## src/rtl/ofifo_psum_drain.sv

```systemverilog
`timescale 1ns/1ps
// -----------------------------------------------------------------------------
// ofifo_psum_drain
//
// Purpose:
//   Consumer-side controller for the core's output FIFO (OFIFO). Once a
//   transfer is launched it pops partial-sum vectors from the OFIFO and writes
//   them to the psum SRAM at consecutive addresses. Each transfer either
//   overwrites the SRAM contents (one vector per cycle) or accumulates into
//   them (read, then add and write: one vector per two cycles). An optional
//   per-lane ReLU is applied to the value being written.
//
// Parameters:
//   col      - number of psum lanes per vector
//   psum_bw  - bits per lane, signed two's complement
//   addr_bw  - psum SRAM address width
//
// Ports:
//   clk         in   clock
//   reset       in   synchronous, active-high reset
//   start       in   one-cycle launch pulse, honoured only while idle
//   len         in   number of vectors to drain (sampled on start)
//   base_addr   in   first SRAM address (sampled on start)
//   acc_en      in   1 = read-add-write, 0 = overwrite (sampled on start)
//   relu_en     in   1 = clamp negative lanes to zero (sampled on start)
//   o_valid     in   OFIFO non-empty
//   ofifo_dout  in   OFIFO head vector, show-ahead; lane i = [i*psum_bw +: psum_bw]
//   rd_ofifo    out  pop strobe; head consumed on the edge where it is high
//   mem_cen     out  SRAM chip enable, active-low
//   mem_wen     out  SRAM write enable, active-low (1 = read)
//   mem_addr    out  SRAM address
//   mem_din     out  SRAM write data
//   mem_dout    in   SRAM read data, valid the cycle after a read
//   busy        out  high while vectors are being moved
//   done        out  one-cycle completion pulse
// -----------------------------------------------------------------------------
module ofifo_psum_drain #(
    parameter int col     = 4,
    parameter int psum_bw = 16,
    parameter int addr_bw = 11
) (
    input  logic                     clk,
    input  logic                     reset,
    input  logic                     start,
    input  logic [addr_bw:0]         len,
    input  logic [addr_bw-1:0]       base_addr,
    input  logic                     acc_en,
    input  logic                     relu_en,
    input  logic                     o_valid,
    input  logic [col*psum_bw-1:0]   ofifo_dout,
    output logic                     rd_ofifo,
    output logic                     mem_cen,
    output logic                     mem_wen,
    output logic [addr_bw-1:0]       mem_addr,
    output logic [col*psum_bw-1:0]   mem_din,
    input  logic [col*psum_bw-1:0]   mem_dout,
    output logic                     busy,
    output logic                     done
);

    localparam int DW = col * psum_bw;

    localparam logic [addr_bw-1:0] ADDR_ONE = {{(addr_bw-1){1'b0}}, 1'b1};
    localparam logic [addr_bw:0]   CNT_ONE  = {{addr_bw{1'b0}}, 1'b1};

    typedef enum logic [1:0] {
        S_IDLE  = 2'd0,
        S_FETCH = 2'd1,
        S_ADD   = 2'd2,
        S_FIN   = 2'd3
    } state_t;

    // -------------------------------------------------------------------------
    // State and latched transfer configuration
    // -------------------------------------------------------------------------
    state_t             r_state;
    logic [addr_bw-1:0] r_addr;     // next SRAM address to touch
    logic [addr_bw:0]   r_cnt;      // vectors completed in this transfer
    logic [addr_bw:0]   r_len;      // vectors requested
    logic               r_acc;
    logic               r_relu;
    logic [DW-1:0]      r_hold;     // popped head waiting for its SRAM read

    logic [addr_bw:0]   w_cnt_next;
    logic               w_last;
    logic [DW-1:0]      w_sum;
    logic [DW-1:0]      w_sum_f;
    logic [DW-1:0]      w_head_f;

    // Lane-wise ReLU: a lane with its sign bit set is replaced by zero.
    function automatic logic [DW-1:0] relu_vec(input logic [DW-1:0] v,
                                               input logic          en);
        logic [DW-1:0] r;
        r = v;
        if (en) begin
            for (int i = 0; i < col; i++) begin
                if (v[i*psum_bw + psum_bw - 1]) begin
                    r[i*psum_bw +: psum_bw] = '0;
                end
            end
        end
        return r;
    endfunction

    // -------------------------------------------------------------------------
    // Datapath
    // -------------------------------------------------------------------------
    // Each lane sum is kept at psum_bw bits so overflow wraps rather than
    // saturating; ReLU is applied to the wrapped result.
    always_comb begin
        w_sum = '0;
        for (int i = 0; i < col; i++) begin
            w_sum[i*psum_bw +: psum_bw] = mem_dout[i*psum_bw +: psum_bw]
                                        + r_hold[i*psum_bw +: psum_bw];
        end
    end

    assign w_sum_f    = relu_vec(w_sum, r_relu);
    assign w_head_f   = relu_vec(ofifo_dout, r_relu);
    assign w_cnt_next = r_cnt + CNT_ONE;
    assign w_last     = (w_cnt_next == r_len);

    // -------------------------------------------------------------------------
    // Memory and pop strobes, decoded from state, registers and o_valid
    // -------------------------------------------------------------------------
    // NOTE: every output gets a default before the case so no path through
    // this block leaves a signal unassigned, which would infer a latch.
    always_comb begin
        rd_ofifo = 1'b0;
        mem_cen  = 1'b1;
        mem_wen  = 1'b1;
        mem_addr = '0;
        mem_din  = '0;
        unique case (r_state)
            S_FETCH: begin
                // Nothing moves while the FIFO is empty, so an empty FIFO is
                // never popped and no SRAM access is issued.
                if (o_valid) begin
                    rd_ofifo = 1'b1;
                    mem_cen  = 1'b0;
                    mem_addr = r_addr;
                    if (!r_acc) begin
                        mem_wen = 1'b0;
                        mem_din = w_head_f;
                    end
                end
            end
            S_ADD: begin
                // The read issued in FETCH returns now; write the sum back to
                // the same address. No pop here regardless of o_valid.
                mem_cen  = 1'b0;
                mem_wen  = 1'b0;
                mem_addr = r_addr;
                mem_din  = w_sum_f;
            end
            default: begin
            end
        endcase
    end

    assign busy = (r_state == S_FETCH) || (r_state == S_ADD);
    assign done = (r_state == S_FIN);

    // -------------------------------------------------------------------------
    // Control FSM
    // -------------------------------------------------------------------------
    // NOTE: all state here uses non-blocking assignments so every register
    // updates from pre-edge values, independent of statement order.
    always_ff @(posedge clk) begin
        if (reset) begin
            r_state <= S_IDLE;
            r_addr  <= '0;
            r_cnt   <= '0;
            r_len   <= '0;
            r_acc   <= 1'b0;
            r_relu  <= 1'b0;
            r_hold  <= '0;
        end else begin
            unique case (r_state)
                S_IDLE: begin
                    if (start) begin
                        r_len   <= len;
                        r_acc   <= acc_en;
                        r_relu  <= relu_en;
                        r_addr  <= base_addr;
                        r_cnt   <= '0;
                        // A zero-length transfer completes without touching
                        // the FIFO or the SRAM.
                        r_state <= (len == '0) ? S_FIN : S_FETCH;
                    end
                end
                S_FETCH: begin
                    if (o_valid) begin
                        if (r_acc) begin
                            r_hold  <= ofifo_dout;
                            r_state <= S_ADD;
                        end else begin
                            // Address wraps naturally at addr_bw bits.
                            r_addr  <= r_addr + ADDR_ONE;
                            r_cnt   <= w_cnt_next;
                            r_state <= w_last ? S_FIN : S_FETCH;
                        end
                    end
                end
                S_ADD: begin
                    r_addr  <= r_addr + ADDR_ONE;
                    r_cnt   <= w_cnt_next;
                    r_state <= w_last ? S_FIN : S_FETCH;
                end
                S_FIN: begin
                    r_state <= S_IDLE;
                end
                default: begin
                    r_state <= S_IDLE;
                end
            endcase
        end
    end

endmodule

```

## config.mk

```make
export PLATFORM = sky130hd
export DESIGN_NAME = ofifo_psum_drain
export DESIGN_NICKNAME = d
export VERILOG_FILES = /design/src/rtl/ofifo_psum_drain.sv
export SDC_FILE = /design/constraint.sdc
export NUM_CORES = 1
export LEC_CHECK = 0
export CORE_AREA = 2 2 128 130
export DETAILED_ROUTE_END_ITERATION = 12
export DIE_AREA = 0 0 130 132
export PLACE_DENSITY = 0.9
export SLEW_MARGIN = 40
export SYNTH_ARGS = -nofsm -noshare
export SYNTH_HDL_FRONTEND = slang
export SYNTH_SLANG_ARGS = --single-unit
export TNS_END_PERCENT = 5
```

## constraint.sdc

```tcl
create_clock -name clk -period 10.16 [get_ports clk]
set_input_delay 3.048 -clock clk [delete_from_list [all_inputs] [get_ports clk]]
set_output_delay 3.048 -clock clk [all_outputs]
set_load 0.01 [all_outputs]
```

======== Word-level counts from Yosys, hierarchy flattened ========
Cells that the tools add are included.
cells by class
  add/sub/neg operators ................... 6
  equality and inequality tests ........... 7
  muxes and demuxes ....................... 36
  reductions and logical operators ........ 8
operator list
  kind                                                             count
  64-bit two-way mux                                               4
  64-bit case mux with 2 select lines                              1
  15-bit two-way mux                                               8
  16-bit adder                                                     4
  11-bit two-way mux                                               4
  12-bit two-way mux                                               3
  12-bit case mux with 3 select lines                              1
  11-bit case mux with 3 select lines                              1
  11-bit case mux with 2 select lines                              1
  12-bit by 1-bit adder with 12-bit output, second input constant  1
  12-bit == test                                                   1
  12-bit logical NOT                                               1
  11-bit by 1-bit adder with 11-bit output, second input constant  1
  2-bit two-way mux                                                5
  2-bit case mux with 4 select lines                               1
  2-bit != test, second input constant                             3
  1-bit two-way mux                                                5
  2-bit == test, second input constant                             2
  1-bit case mux with 2 select lines                               2
  2-bit AND reduction                                              2
  4-bit AND reduction                                              1
  3-bit AND reduction                                              1
  3-bit nonzero test                                               1
  2-bit by 1-bit == test with 1-bit output, second input constant  1
  other kinds (2)                                                  2
word-level totals
  register bits ........................... 103
  input bits .............................. 157
  output and inout port bits .............. 80
  word-level logic and storage cells ...... 64

======== Longest topological paths before layout ========
Gate-level depths: netlist of run 1.
  depth in word-level cells ............... 6
  mapped depth ............................ 10
  depth with buffers taken out ............ 10

======== Least setup slack after synthesis of run 1 ========
Ideal clock, no wire load.
  path type ............................... input-to-output
  start ................................... input port mem_dout[33]
  end ..................................... output port mem_din[32]
  arrival ................................. 5.042 ns
  data required time ...................... 7.112 ns
  setup slack ............................. 2.070 ns
  cell stages on the path ................. 9
  path buffers ............................ 1
  cell sequence ........................... ha_1 -> a211oi_1 -> o21a_1 -> o211ai_1 -> a221oi_2 -> mux2_2 -> nor2_4 -> buf_4 -> a22o_1
on the way
  longest elaborated chain between the ends .. 4
ends and longest elaborated chain
  element                              RTL line  text
  start: declaration                   56        input logic [col*psum_bw-1:0] mem_dout,
  16-bit adder                         114       + r_hold[i*psum_bw +: psum_bw];
  15-bit two-way mux                   97        if (v[i*psum_bw + psum_bw - 1]) begin
  64-bit two-way mux                   95        if (en) begin
  64-bit case mux with 2 select lines  134       unique case (r_state)
  end: declaration                     55        output logic [col*psum_bw-1:0] mem_din,
Every way passes these cells.

======== Worst setup path after layout of run 1 ========
  start ................................... input port mem_dout[32]
  end ..................................... output port mem_din[46]
on the way
  longest elaborated chain between the ends .. 4
ends and longest elaborated chain
  element                                  RTL line
  16-bit adder (*)                         114
  15-bit two-way mux                       97
  64-bit two-way mux (*)                   95
  64-bit case mux with 2 select lines (*)  134
Every way passes the cells marked *; elsewhere a longest branch is shown, timed or not.

==> results.cfg, run 1 <==
[cells_and_area]
final_cell_mix = clkdlybuf4s50_1 (235), nand2_1 (211), a21oi_1 (146)
diodes = 0
layoutNonFillerInstCount = 1520
final_area_sq_um = 11020
synthToLayoutAreaGrowth_pct = 33.70
drive_gt1_share_pct = 3.451
final_common_cell = clkdlybuf4s50_1
fin_nets = 1527

[setup_path]
worstSetupStartpointType = primary input
end_kind = output port
setup.worst_path.class = primary input to output port
r2r_slack_ns = 7.33
critPathArrivalTime_ns = 6.48
crit_path_max_fanout = 3
crit_required_ns = 7.11

[cts]
post-cts-setup-buffers = 0
cts_resized = 0
clkLatencyLatePin_ns = 0.36
path_clk_slew_ns = 0.07
numCtsBuffers = 9
htree_levels = 3
cts_tree = built
hold_buffers = 0
cts_sinks = 103
cts_root_buf = clkbuf_16
clockBufferDepth = 2

[floorplan]
die-area_sq_um = 17160
core-area_sq_um = 15710
die_x_um = 130
num_rows = 46
die_h_um = 132
start_util_pct = 52.45
ioPinCount = 237

[route]
drc_errors = 0
antenna_left = 0
dr.first_iter.drc_count = 587
dr.pass1.iters = 5
vias_per_cell = 5.973
avgRoutedWirePerCell_um = 17.32
num_vias = 9079
wl_mm = 26.33

[yosys]
async_flop_share_pct = 0
synth_xor_xnor_area_share_pct = 5.951
synth_cell_types = 77
ys_warn_count = 0
synth-compound-area-share_pct = 30.55
synth_nets = 1326
synthTopCellsByArea = dfxtp_1 (25%), ha_1 (10%), nand2_1 (9.7%)
netlist_area_sq_um = 8242
synth_top_family_by_area = compound AO/OA/AOI/OAI gates
synth_edf_count = 0
ys_ff_latch = 103
synth.top_cell.area_share_pct = 25.02
seq_area_frac_synth_pct = 25.02
synth-main-ff-cell = dfxtp_1
synth_top_area_cell = dfxtp_1
synth_simple_gate_area_share_pct = 22.65
yosys-mux-area-fraction_pct = 0.6224
syn_inst = 1098
avgSynthCellArea_sq_um = 7.506
synthAdderAreaFrac_pct = 11.14

[sta]
min_period_over_period_pct = 93.75
slew_viol_final = 0
min_period_ns = 9.525
max_freq_mhz = 105.0
worst_slew_pin_slew_ns = 0.8649
slew-limit-headroom_pct = 42.34
timing_hold_violations_final = 0
setup_viol = 0
finalClockSkew_ns = 0.006888
setup-tns-final_ns = 0
rsz0062_at_grt = false

[place]
io_buffers = 236
gp_congestion = 0.8791
dp.cells = 1503
dp_hpwl_mm = 19.13
placed_area_sq_um = 10710

[power_and_ir_drop]
ir_worst_vdd_v = 0.0001663
p_switching_uw = 600.7
pwr-share-comb_pct = 45.2
internal_power_uw = 967.1
total_power_uw = 1568
power_leakage_uw = 0.004318
p_seq_share_pct = 31.3
p_clk_share_pct = 23.5
power_density_nw_per_um2 = 142.3
swShare_pct = 38.32

[global_routing]
grt_pass1_vias = 8577
grtUsageTotal_pct = 29.63
overflow = 0
grt_max_degree = 105
grt_pass1_wl_mm = 41.44
antenna_found_initial = 1

[flow_run]
max_cap_violations = 0

[min_path]
min-delay-path-class = flip-flop to flip-flop

[outcome]
status = finished, final reports clean
==> cell usage after synthesis (22+ instances only) <==
cell type,instances
nor2_1,56
ha_1,67
a21oi_1,146
o21ai_0,43
nand2_1,212
clkbuf_1,40
dfxtp_1,103
xnor2_1,36
nand3_1,24
inv_1,28
a211oi_1,22
a22o_1,54
==> registers in the layout, summed over array words and instances (netlist names) <==
name	cells
r_hold	64
r_cnt	12
r_len	12
r_addr	11
r_state	2
r_acc	1
r_relu	1
==> power by group through the flow <==
stage	logic [uW]	registers, uW	clock network [uW]
after global routing	773	496	386
after global placement	680	495	0
after CTS	703	488	373
final	709	490	368
after detailed placement	698	497	0
after floorplan	429	483	0
==> metal layers <==
layer	track usage, %	routed length (um)
met2	51.31	12930
met4	12.49	793
met5	0	13
met1	35.15	10690
met3	6.169	1899
==> worst paths after layout <==
path / cells after the start / start / end
min: 2 / r_hold[3] / r_hold[3]
min reg2reg: 2 / r_hold[3] / r_hold[3]
max: 12 / mem_dout[32] / mem_din[46]
max reg2reg: 8 / r_state[1] / r_cnt[6]
==> cell families after synthesis <==
group           after synthesis
compound gates              377
xor+xnor                     56
fa+ha+maj                    71
buf+inv                      83
flops                       103
mux                           5
simple gates                403
==> worst max-delay path, stage by stage <==
cell,delay (ns)
clkdlybuf4s50_1,0.47
ha_1,0.19
inv_1,0.07
fa_1,0.39
nand2b_1,0.20
a21oi_1,0.21
o21ai_0,0.19
a211oi_1,0.35
nor2_1,0.13
o311ai_0,0.50
a22o_1,0.20
clkdlybuf4s50_1,0.52
==> cell type report <==
cell class / count / area [sq um]
Multi-Input combinational cell: 912 / 5849
Fill cell: 1268 / 4693
Timing Repair Buffer: 244 / 2424
Sequential cell: 103 / 2062
Tap cell: 216 / 270.3
Clock buffer: 9 / 225.2
Inverter: 29 / 108.9
Clock inverter: 7 / 80.08
==> per-stage QoR <==
stage / worst slack, ns / hold slack, ns / util, %
3_3_place_gp: 0.7788 / 0.4461 / 68.11
3_5_place_dp: 0.7144 / 0.4516 / 68.14
6_report: 0.6355 / 0.4597 / 70.13
5_1_grt: 0.5362 / 0.4744 / 70.13
4_1_cts: 0.7092 / 0.4620 / 70.08
2_1_floorplan: 2.070 / 0.4400 / -
Power figures use the tool's default switching activity.
==> run 2: changes to the inputs <==
--- a/config.mk
+++ b/config.mk
@@ -6,10 +6,10 @@
 export NUM_CORES = 1
 export LEC_CHECK = 0
 export CORE_AREA = 2 2 128 130
+export CTS_CLUSTER_SIZE = 10
 export DETAILED_ROUTE_END_ITERATION = 12
 export DIE_AREA = 0 0 130 132
 export PLACE_DENSITY = 0.9
-export SLEW_MARGIN = 40
 export SYNTH_ARGS = -nofsm -noshare
 export SYNTH_HDL_FRONTEND = slang
 export SYNTH_SLANG_ARGS = --single-unit
==> run 2 against run 1 <==
Via count down 0.35%. Final area barely moved. Cell count about the same. Combinational power barely moved. Global-route usage shrank 0.21 points. Sequential share of layout area about the same. Largest cell class unchanged. Largest power group unchanged.
==> results.cfg, run 2 (synthesis results as in run 1) <==
[min_path]
whs_path_depth = 2
min-delay-path-class = flip-flop to flip-flop
holdPathEnd = r_hold[13]
hold_start = r_hold[13]

[cts]
cts_root_buf = clkbuf_16
clkLatencyLatePin_ns = 0.35
cts_sinks = 103
numCtsBuffers = 9
cts_resized = 0
clockBufferDepth = 2
post-cts-setup-buffers = 0
path_clk_slew_ns = 0.07
cts_tree = built
htree_levels = 3
hold_buffers = 0

[sta]
max_freq_mhz = 104.8
setup_viol = 0
worst_slew_pin_slew_ns = 1.163
setup-tns-final_ns = 0
finalClockSkew_ns = 0.007433
min_period_ns = 9.541
min_period_over_period_pct = 93.91
slew-limit-headroom_pct = 22.49
timing_hold_violations_final = 0
slew_viol_final = 0
rsz0062_at_grt = false

[route]
dr.first_iter.drc_count = 670
dr.pass1.iters = 8
antenna_left = 0
avgRoutedWirePerCell_um = 17.17
wl_mm = 26.08
num_vias = 9047
vias_per_cell = 5.956
drc_errors = 0

[global_routing]
grt_max_degree = 105
grtUsageTotal_pct = 29.41
grt_pass1_vias = 8500
overflow = 0
antenna_found_initial = 1
grt_pass1_wl_mm = 41.25

[setup_path]
r2r-start = r_state[1]
worst-path-buf-inv = 2
setup.worst_path.class = primary input to output port
slowest_stage = nor4_4
critPathArrivalTime_ns = 6.49
r2r_cells = 8
crit_required_ns = 7.11
end_kind = output port
worstSetupStartpointType = primary input
r2r_slack_ns = 6.87
max_stage_delay_ns = 0.70
crit_path_max_fanout = 15
cp_top_family = compound AO/OA/AOI/OAI gates
reg2reg_to = r_cnt[5]
timing.critical_path.cells = clkdlybuf4s50_1 > ha_1 > a211oi_1 > o21bai_1 > a211oi_2 > o311ai_1 > and4_4 > nor4_4 > a22o_1 > clkdlybuf4s50_1
cpMostUsedCell = clkdlybuf4s50_1

[place]
dp_hpwl_mm = 19.05
placed_area_sq_um = 10700
io_buffers = 236
gp_congestion = 0.8791

[cells_and_area]
nFillCells = 1233
largest_reg_flops = 64
top_regs = r_hold x64, r_cnt x12, r_len x12
final_cell_mix = clkdlybuf4s50_1 (235), nand2_1 (211), a21oi_1 (146)
final_area_sq_um = 11010
drive_gt1_share_pct = 3.223
fin_nets = 1526
diodes = 0
final_common_cell = clkdlybuf4s50_1
synthToLayoutAreaGrowth_pct = 33.61
largest-register = r_hold

[floorplan]
die-area_sq_um = 17160
num_rows = 46
start_util_pct = 52.45
die_x_um = 130
ioPinCount = 237
core-area_sq_um = 15710
die_h_um = 132

[power_and_ir_drop]
ir_worst_vdd_v = 0.0001707
power_leakage_uw = 0.004323
power_density_nw_per_um2 = 142.5

[flow_run]
max_cap_violations = 0

[outcome]
status = finished, final reports clean
-- run 2: per-layer routing --
layer,GRT usage [%],routed length (um),up-vias
li1,-,-,4369
met1,35.86,10640,4219
met2,49.91,12450,388
met3,5.560,2078,69
met4,13.02,896,2
met5,0,13,-
-- run 2: through the flow --
step	hold WS (ns)	utilization, %	power, uW	worst slack [ns]	std cells
2_1_floorplan	0.4400	-	911.4	2.070	1098
3_5_place_dp	0.4516	68.11	1195	0.7154	1503
3_3_place_gp	0.4461	68.11	1175	0.7788	1503
6_report	0.4574	70.08	1569	0.6188	1519
5_1_grt	0.4744	70.08	1657	0.4873	1519
4_1_cts	0.4609	70.08	1564	0.7112	1519
-- run 2: worst max-delay path by stage --
stage | from | end | slack, ns | depth (start not counted)
after floorplan | mem_dout[33] | mem_din[32] | 2.07 | 9
after global placement | mem_dout[32] | mem_din[46] | 0.78 | 12
after detailed placement | mem_dout[17] | mem_din[18] | 0.72 | 10
after CTS | mem_dout[17] | mem_din[18] | 0.71 | 10
after global routing | mem_dout[17] | mem_din[24] | 0.49 | 10
final | mem_dout[17] | mem_din[24] | 0.62 | 10
-- run 2: cell type report --
type / instances / area (sq um) / share of cell area (%)
repair buffers: 243 / 2412 / 21.91
flip-flops and latches: 103 / 2062 / 18.73
inverters: 29 / 108.9 / 0.9885
clock buffers: 13 / 270.3 / 2.454
clock inverters: 3 / 40.04 / 0.3636
well taps: 216 / 270.3 / 2.454
multi-input cells: 912 / 5848 / 53.11
-- run 2: tightest hold or removal path, cell delays in order, from the launching register on --
cell     delay (ns)
dfxtp_1        0.31
nand2_1        0.05
a21oi_1        0.05
-- run 2: where the power goes --
part	switching, uW	total [uW]	leakage [uW]	internal, uW
clock network	160	371	0.000156	211
logic	381	708	0.00333	326
registers	44.1	490	0.000835	446
==> run 3: changes to the inputs <==
--- a/config.mk
+++ b/config.mk
@@ -5,6 +5,7 @@
 export SDC_FILE = /design/constraint.sdc
 export NUM_CORES = 1
 export LEC_CHECK = 0
+export ABC_CLOCK_PERIOD_IN_PS = 10160
 export CORE_AREA = 2 2 128 130
 export CTS_CLUSTER_SIZE = 10
 export DETAILED_ROUTE_END_ITERATION = 12
==> results of run 3 <==
No change in the layout: final DEF, timing and power equal those of run 2.
